### config.mk
export PLATFORM = sky130hd
export DESIGN_NAME = timer_device
export DESIGN_NICKNAME = d
export VERILOG_FILES = /design/src/rtl/timer_device.sv
export SDC_FILE = /design/constraint.sdc
export NUM_CORES = 1
export LEC_CHECK = 0
export ABC_AREA = 1
export CORE_ASPECT_RATIO = 0.6
export CORE_MARGIN = 2
export CORE_UTILIZATION = 30
export CTS_CLUSTER_DIAMETER = 120
export DETAILED_ROUTE_END_ITERATION = 8
export PLACE_DENSITY_LB_ADDON = 0.08
export SETUP_SLACK_MARGIN = 0.2
export SLEW_MARGIN = 10
export SYNTH_ARGS = -nofsm -noshare
export SYNTH_HDL_FRONTEND = slang
export SYNTH_SLANG_ARGS = --single-unit
### constraint.sdc
create_clock -name clk -period 4 [get_ports clk]
set_clock_uncertainty 0.15 [all_clocks]
set_input_delay 0.8 -clock clk [delete_from_list [all_inputs] [get_ports clk]]
set_output_delay 0.8 -clock clk [all_outputs]
set_load 0.03 [all_outputs]
### src/rtl/timer_device.sv
// timer_device: memory-mapped interval timer on the mem-stage IO bus.
//   A prescaler divides clk by CLK_PER_TICK. Each tick advances TCNT, which
//   wraps at TLIM (when TLIM is nonzero). Every wrap sets the sticky READY flag,
//   and a wrap while READY is still set also sets OVERRUN. irq = READY & IE.
// Ports:
//   clk      system clock; all state updates on the rising edge
//   reset    asynchronous, active-high reset
//   addr     bus address
//   wrtEn    store strobe
//   wrtData  store data
//   rdData   load data; combinational from addr, 0 when unselected
//   sel      addr hits TCNT, TLIM or TCTL
//   irq      TCTL.READY & TCTL.IE
module timer_device #(
  parameter int               DBITS        = 32,
  parameter logic [DBITS-1:0] ADDR_TCNT    = 32'hF0000020,
  parameter logic [DBITS-1:0] ADDR_TLIM    = 32'hF0000024,
  parameter logic [DBITS-1:0] ADDR_TCTL    = 32'hF0000120,
  parameter int               CLK_PER_TICK = 50000
) (
  input  logic             clk,
  input  logic             reset,
  input  logic [DBITS-1:0] addr,
  input  logic             wrtEn,
  input  logic [DBITS-1:0] wrtData,
  output logic [DBITS-1:0] rdData,
  output logic             sel,
  output logic             irq
);

  // A prescaler width of at least 1 keeps CLK_PER_TICK=1 legal (tick every cycle).
  localparam int            PW        = (CLK_PER_TICK > 1) ? $clog2(CLK_PER_TICK) : 1;
  localparam logic [PW-1:0] PRESC_MAX = PW'(CLK_PER_TICK - 1);

  logic [PW-1:0]    prescaler;
  logic [DBITS-1:0] tcnt, tlim, tctlVal;
  logic             ready, overrun, ie;

  logic selTcnt, selTlim, selTctl;
  logic wrTcnt, wrTlim, wrTctl;
  logic tick, atLimit, wrapSet, clr0, clr2;

  assign selTcnt = (addr == ADDR_TCNT);
  assign selTlim = (addr == ADDR_TLIM);
  assign selTctl = (addr == ADDR_TCTL);
  assign sel     = selTcnt | selTlim | selTctl;

  assign wrTcnt = wrtEn & selTcnt;
  assign wrTlim = wrtEn & selTlim;
  assign wrTctl = wrtEn & selTctl;

  assign tick    = (prescaler == PRESC_MAX);
  // TLIM==0 means free-running, so no limit compare (and no TLIM-1 underflow).
  assign atLimit = (tlim != '0) && (tcnt >= (tlim - DBITS'(1)));
  // A TCNT/TLIM write replaces the counter, so it suppresses the wrap event.
  assign wrapSet = tick & atLimit & ~wrTcnt & ~wrTlim;

  // Flags are cleared by writing 0 to their bit; writing 1 leaves them alone.
  assign clr0 = wrTctl & ~wrtData[0];
  assign clr2 = wrTctl & ~wrtData[2];

  always_ff @(posedge clk or posedge reset) begin
    if (reset) begin
      prescaler <= '0;
      tcnt      <= '0;
      tlim      <= '0;
      ready     <= 1'b0;
      overrun   <= 1'b0;
      ie        <= 1'b0;
    end else begin
      if (wrTcnt || wrTlim || tick) prescaler <= '0;
      else                          prescaler <= prescaler + PW'(1);

      if (wrTlim)      tcnt <= '0;
      else if (wrTcnt) tcnt <= wrtData;
      else if (tick)   tcnt <= atLimit ? '0 : tcnt + DBITS'(1);

      if (wrTlim) tlim <= wrtData;

      // A wrap coinciding with a READY clear re-arms READY without overrun.
      ready   <= wrapSet | (ready & ~clr0);
      overrun <= (wrapSet & ready & ~clr0) | (overrun & ~clr2);
      if (wrTctl) ie <= wrtData[8];
    end
  end

  always_comb begin
    tctlVal    = '0;
    tctlVal[0] = ready;
    tctlVal[2] = overrun;
    tctlVal[8] = ie;
  end

  always_comb begin
    rdData = '0;
    if (selTcnt)      rdData = tcnt;
    else if (selTlim) rdData = tlim;
    else if (selTctl) rdData = tctlVal;
  end

  assign irq = ready & ie;

endmodule

==> results of run 1 <==
## metal layers
metal / up-vias / routed length (µm)
li1: 3881 / -
met4: 0 / 265
met2: 246 / 9880
met1: 3526 / 14800
met5: - / 0
met3: 19 / 1920
## flip-flops by register name, summed over array words and instances, names as in the netlist
| signal | count |
|---|---|
| prescaler | 16 |
| tlim | 32 |
| tcnt | 32 |
| ready | 1 |
| ie | 1 |
| overrun | 1 |
## worst register-to-register path: stages (launching register included)
cell and delay (ns):
dfrtp_1 0.40, buf_4 0.17, nor2_2 0.17, nand3_1 0.15, nor3_4 0.20, nand2_2 0.17
nor4_4 0.27, xor2_1 0.18, inv_1 0.06, ha_1 0.27, nand2_1 0.07, nor2_1 0.18
nand4_1 0.14, nor2_1 0.10, o21ai_0 0.10, nand2_1 0.11, nand2_2 0.08, buf_4 0.17
nand2_1 0.10, nand2_1 0.06, nand2_1 0.05, nand2_1 0.05
## report_power, final
group | switching [mW] | internal [mW] | total [mW] | leakage (nW)
combinational | 0.0500 | 0.0650 | 0.115 | 3.47
clock | 0.371 | 0.559 | 0.929 | 0.154
sequential | 0.00000110 | 0.839 | 0.839 | 1.01
## cell families (layout without fill, tap and decap cells)
| group | count (synthesis) | count (layout) |
|---|---|---|
| adder cells (fa/ha/maj) | 36 | 36 |
| XOR/XNOR | 36 | 36 |
| AO/OA/AOI/OAI | 97 | 97 |
| buffers and inverters | 188 | 308 |
| flip-flops | 83 | 83 |
| AND/OR/NAND/NOR | 720 | 720 |
## worst max-delay path by stage
stage                         from                    to  slack [ns]  cells past startpoint
2_1_floorplan             addr[18]                   sel        0.51                      8
3_3_place_gp              addr[30]            rdData[13]        0.17                     10
3_5_place_dp              addr[30]            rdData[13]        0.19                     10
4_1_cts        tlim[0]$_DFFE_PP0P_  tcnt[29]$_DFFE_PP0N_        0.23                     21
5_1_grt        tlim[8]$_DFFE_PP0P_   tcnt[5]$_DFFE_PP0N_        0.18                     21
6_report                  addr[30]            rdData[23]        0.31                      9
## timing repair
item,CTS,global route
setup buffers,0,3
pin swaps,0,3
resized for setup,2,29
endpoints found under the setup margin,2,55
## placed cells by master (no fill, tap or decap), types with 14 or more instances in the layout
cell type / Yosys / final
buf_12: 0 / 21
buf_4: 2 / 44
clkdlybuf4s50_1: 0 / 67
dfrtp_1: 83 / 83
ha_1: 36 / 35
inv_1: 154 / 151
nand2_1: 436 / 433
nand3_1: 67 / 65
nand4_1: 14 / 14
nor2_1: 136 / 129
nor3_1: 39 / 38
o21ai_0: 52 / 50
o22ai_1: 27 / 26
xor2_1: 33 / 33
## area by class of cell
cell class | instances | area, µm²
inverter | 159 | 598
clock inverter | 5 | 77.6
timing repair buffer | 134 | 1440
multi-input combinational | 889 | 4410
sequential | 83 | 2080
clock buffer | 10 | 239
fill | 2573 | 14000
tap | 315 | 394
==> run metrics, run 1 <==
Cells after DPL about 1,600; RSZ-0062 raised after global routing yes; Final Setup Violations 0; H-tree Lvls 3; Initial Utilization 0.308; Crit Path Max Fanout 23; most frequent cell after synthesis nand2_1; cell type group with the largest total delay on the critical path buffers and inverters; drt total wl between 20 and 30 mm; Synth Net Count about 1,300; Layout Utilization 0.398; Final Cell Area 9240 µm²; die span in y 124 µm; Antenna diodes 0; slowest CP cell clkdlybuf4s50_1; CP Class input pin to primary output; FF-to-FF End tcnt[29]$_DFFE_PP0N_; Synth top area share 0.291; 1st-pass router iterations 5; multiplexer share of the synthesized area 0; core area ~23,000 µm²; Die Area ~25,000 µm²; fraction of layout cells with a size suffix above 1 0.0992; Pwr Total ~1.9 mW; VDD IR max 0.000185 V; vias in the first global route approximately 7,200; Post-Syn Area per Cell 6.16 µm²; status finished clean; worst path arrival time about 2.7 ns; Max Cap Viol 0; Slew headroom 0.483; initial antenna violation count 0; CTS Buffer Depth 2; cell taking the most area after synthesis dfrtp_1; pin count of the biggest net entering global routing 40; Clk Latency, worst-skew pair roughly 0.36 ns; Congestion Overflow GR 0; synthesis-stage register bit count 83; min setup slack post-route ~0.31 ns; minimum clock period 3.69 ns; Post-synth EDFFs 0; PwrDens just over 200 nW/µm²; worst hold slack ~0.31 ns; first-pass GRT wire length between 40 and 50 mm; Post-DP Area 8780 µm²; post-route ant nets 0; via count 7,672; IO Pins 101; initial DRC count a little under 600; setup tns final 0 ns; min-delay src prescaler[0]$_DFF_PP0_; hold_buf cts 0; hold path endpoint prescaler[0]$_DFF_PP0_; final period utilization 0.922; Mapped Cells 1,160; register area share after synthesis 0.291; Mapped Area around 7000 µm²; met1 usage 0.363; worst slack, placed 0.189 ns; Synth area leaders dfrtp_1, nand2_1, inv_1; Top Usage Layer GRT met1; CTS tree done; critical-path cell list clkdlybuf4s50_1 -> nand4_1 -> or2_1 -> nor2_1 -> buf_6 -> nand2_1 -> buf_6 -> o22ai_1 -> buf_12; DR vias/cell between 4 and 5; Synth Area in Simple Gates 0.420; met3 usage 0.0416; most frequent CP cell buf_6; required time of the critical path around 3.1 ns; Worst setup SP type input pin; clock transition at the registers of the reported paths around 0.07 ns; met2 Usage GRT 0.297; area grow syn2layout 29.3%; reg2reg path depth 21; # rows 43; top_reg_cell synth dfrtp_1; final hold viol count 0; post-detailed-route DRC marker count 0; port buffer count 100; Synth Area in Compound Gates 0.0747; die width between 200 and 250 µm; Async SR Flop Fraction 1.00; Pleak about 4.6 nW; total track usage 0.223; Synth Area in Adders 0.0630; WP buf/inv 4; top cells by count, synth nand2_1, inv_1, nor2_1; # clock sinks 83; fin cells 1,595; max-slew violation count 0; Final nets between 1,000 and 1,500; worst hold path type register to register; reg-to-reg setup timing slack 0.52 ns; wire per inst between 15 and 20 µm; WHS Path Cells 1; xor/xnor share of the synthesized area 0.0441; worst slew pin tran between 0.7 and 0.8 ns; dpl hpwl ~21 mm; Crit path largest cell delay 0.48 ns; root buf cell clkbuf_16; largest family of logic cells by synthesized area simple AND/OR/NAND/NOR gates; synth warn 0; Max Fclk approximately 270 MHz; post-synth cell types 35; routability cong. 0.893; TritonCTS Buffers 9; Critical Path End Type primary output; r2r startpoint tlim[8]$_DFFE_PP0P_
Power figures use the tool's default switching activity.
==> run 2, diff against run 1 <==
- ABC_AREA: 1 -> not set
- CORE_UTILIZATION: 30 -> 31
==> run 2 against run 1 <==
Clock power shrank 4.6%; first-iteration DRC count is 23% lower; via count down 22%; maximum frequency down 6.4%; combinational power fell by 7%; flip-flop and latch count did not move; largest power group unchanged; critical path depth increased by 6; setup slack worse by 0.25 ns; utilization is 6.3 points higher; global-route usage is 0.72 points lower; clock-buffer cell count increased by 2; area after synthesis shrank 17%; highest routed layer unchanged.
==> run metrics, run 2 <==
Critical Path End Type register; Worst path depth 15; hold_buf cts 0; Crit path largest cell delay 0.53 ns; area grow syn2layout 46.9%; cell type group with the largest total delay on the critical path simple AND/OR/NAND/NOR gates; min setup slack post-route between 0.05 and 0.06 ns; worst path arrival time 4.02 ns; Antenna diodes 0; Post-Syn Area per Cell approximately 9 µm²; # clock sinks 83; Max Cap Viol 0; Regs by FF count tcnt x32, tlim x32, prescaler x16; 1st-pass router iterations 5; Pleak around 4.0 nW; Final Setup Violations 0; CTS Buffer Depth 2; combinational share of power 0.058; final hold viol count 0; Clock Power Share 0.484; Mapped Cells around 660; vias in the first global route 5,767; Slew headroom 0.383; total track usage 0.216; core area roughly 19,000 µm²; initial antenna violation count 0; top_reg_cell synth dfrtp_1; post-route ant nets 0; CTS tree done; # rows 39; Async SR Flop Fraction 1.00; most frequent cell after synthesis dfrtp_1; max-slew violation count 0; synth warn 0; dpl hpwl between 15 and 20 mm; cell taking the most area after synthesis dfrtp_1; WP buf/inv 2; IO Pins roughly 100; Switching Fraction 0.226; most common cell after layout, fill and taps aside dfrtp_1; Synth top area share 0.351; routability cong. between 0.8 and 0.9; Crit Path Max Fanout 25; die width around 180 µm; worst hold path type register to register; worst slew pin tran between 0.9 and 1 ns; Internal Power approximately 1.4 mW; DR vias/cell ~5.6; Worst setup SP type register; clock transition at the registers of the reported paths about 0.07 ns; minimum clock period around 3.9 ns; Mapped Area 5920 µm²; critical-path cell list or4_4 -> or3_4 -> or3_4 -> nor4_4 -> xnor2_1 -> ha_1 -> nand4_1 -> nor3_2 -> nand3_1 -> a211oi_2 -> buf_4 -> nor3_4 -> buf_12 -> a32oi_1 -> o21ai_1; initial DRC count 453; sequential share of power 0.458; Net Sw Power just over 0.4 mW; synthesis-stage register bit count 83; post-synth cell types 53; final period utilization 0.985; Layout Utilization 0.460; H-tree Lvls 3; pin count of the biggest net entering global routing 48; via count slightly below 6,000; first-pass GRT wire length 33.5 mm; register area share after synthesis 0.351; drt total wl 22.7 mm; status finished clean; Clk Latency, worst-skew pair 0.35 ns; Initial Utilization 0.313; wire per inst between 20 and 25 µm; VDD IR max between 0.0002 and 0.00025 V; CP Class register to register; top cells by count, synth dfrtp_1, nor2_1, nand2_1; RSZ-0062 raised after global routing yes; port buffer count 100; root buf cell clkbuf_16; WHS Path Cells 1; fraction of layout cells with a size suffix above 1 0.271; Final nets around 920; most frequent cells in the layout dfrtp_1, buf_4, nor2_1; Die Area 20,300 µm²; Synth area leaders dfrtp_1, ha_1, mux2_2; most frequent CP cell or3_4; required time of the critical path 4.07 ns; post-detailed-route DRC marker count 0; die span in y approximately 110 µm; Post-synth EDFFs 0; Congestion Overflow GR 0; Max Fclk between 200 and 300 MHz; worst slack, placed -0.0443 ns; Synth Net Count ~760; PwrDens around 210 nW/µm²; slowest CP cell or4_4; TritonCTS Buffers 9; reg2reg path depth 15
[run 2: cell types whose count changed after synthesis, sizes merged, moves of 17 or more]
cell / previous run / this run
xnor2: 3 / 28
nand2: 437 / 52
nor2: 143 / 55
o22ai: 27 / 0
a22oi: 0 / 20
inv: 158 / 24
mux2: 0 / 31
a21oi: 14 / 33
xor2: 33 / 15
nor3: 42 / 21
and3: 0 / 17
nand3: 71 / 19
nor4: 5 / 24
a22o: 0 / 29
[run 2: per-layer routing]
| layer | routed length (µm) | up-vias | share of wire | track usage |
|---|---|---|---|---|
| met3 | 1620 | 15 | 0.071 | 0.0440 |
| met5 | 0 | - | 0 | 0 |
| met4 | 297 | 0 | 0.013 | 0.0349 |
| li1 | - | 2773 | - | - |
| met2 | 9270 | 226 | 0.41 | 0.310 |
| met1 | 11500 | 2954 | 0.51 | 0.335 |
[run 2: path summary, 6_finish.rpt]
check / startpoint / end / slack [ns]
setup reg to reg: tlim[14]$_DFFE_PP0P_ / tcnt[8]$_DFFE_PP0N_ / 0.06
min in group asynchronous: reset / tlim[9]$_DFFE_PP0P_ / 0.78
hold / removal: prescaler[0]$_DFF_PP0_ / prescaler[0]$_DFF_PP0_ / 0.32
setup / recovery: tlim[14]$_DFFE_PP0P_ / tcnt[8]$_DFFE_PP0N_ / 0.06
hold reg to reg: prescaler[0]$_DFF_PP0_ / prescaler[0]$_DFF_PP0_ / 0.32
max in group asynchronous: reset / tlim[0]$_DFFE_PP0P_ / 2.17
[run 2: metrics by stage]
| stage | setup TNS, ns | hold slack (ns) | instance area (µm²) | total power, mW | instances |
|---|---|---|---|---|---|
| 2_1_floorplan | 0 | 0.283 | 5980 | 0.875 | 661 |
| 3_3_place_gp | 0 | 0.307 | 7740 | 0.961 | 1025 |
| 3_5_place_dp | -0.0501 | 0.308 | 7740 | 0.962 | 1025 |
| 4_1_cts | 0 | 0.317 | 8310 | 1.85 | 1058 |
| 5_1_grt | -2.13 | 0.350 | 8690 | 1.89 | 1066 |
| 6_report | 0 | 0.323 | 8690 | 1.83 | 1066 |
[run 2: repair_timing]
action | in CTS | in global routing
gates resized for setup | 22 | 62
cloned | 2 | 5
setup buffers | 15 | 3
pin swaps | 13 | 22
setup endpoints to repair | 63 | 97
[run 2: power groups by stage]
| stage | logic [mW] | clock network (mW) | registers, mW |
|---|---|---|---|
| final | 0.107 | 0.886 | 0.839 |
| after detailed placement | 0.107 | 0 | 0.855 |
| after CTS | 0.109 | 0.901 | 0.839 |
| after floorplan | 0.0200 | 0 | 0.855 |
| after global placement | 0.106 | 0 | 0.855 |
| after global routing | 0.116 | 0.934 | 0.838 |
[run 2: cells by family after synthesis]
| logic type | after synthesis | synth area share |
|---|---|---|
| flip-flops | 83 | 0.351 |
| buffers and inverters | 57 | 0.0421 |
| AO/OA/AOI/OAI | 150 | 0.172 |
| multiplexers | 34 | 0.0640 |
| AND/OR/NAND/NOR | 258 | 0.231 |
| adder cells (fa/ha/maj) | 36 | 0.0761 |
| XOR/XNOR | 43 | 0.0636 |
[run 2: worst reg2reg max path, cell delays in order, from the launching register on]
cell and delay [ns]:
dfrtp_1 0.38, or4_4 0.53, or3_4 0.38, or3_4 0.45, nor4_4 0.16, xnor2_1 0.10
ha_1 0.31, nand4_1 0.13, nor3_2 0.27, nand3_1 0.13, a211oi_2 0.16, buf_4 0.15
nor3_4 0.05, buf_12 0.17, a32oi_1 0.22, o21ai_1 0.09
[run 2: layout make-up]
type,instances,area (µm²)
Fill cell,1773,10200
Tap cell,246,308
Clock buffer,12,256
Clock inverter,4,48.8
Timing Repair Buffer,176,1970
Multi-Input combinational cell,521,3940
Sequential cell,83,2080
Inverter,24,91.3
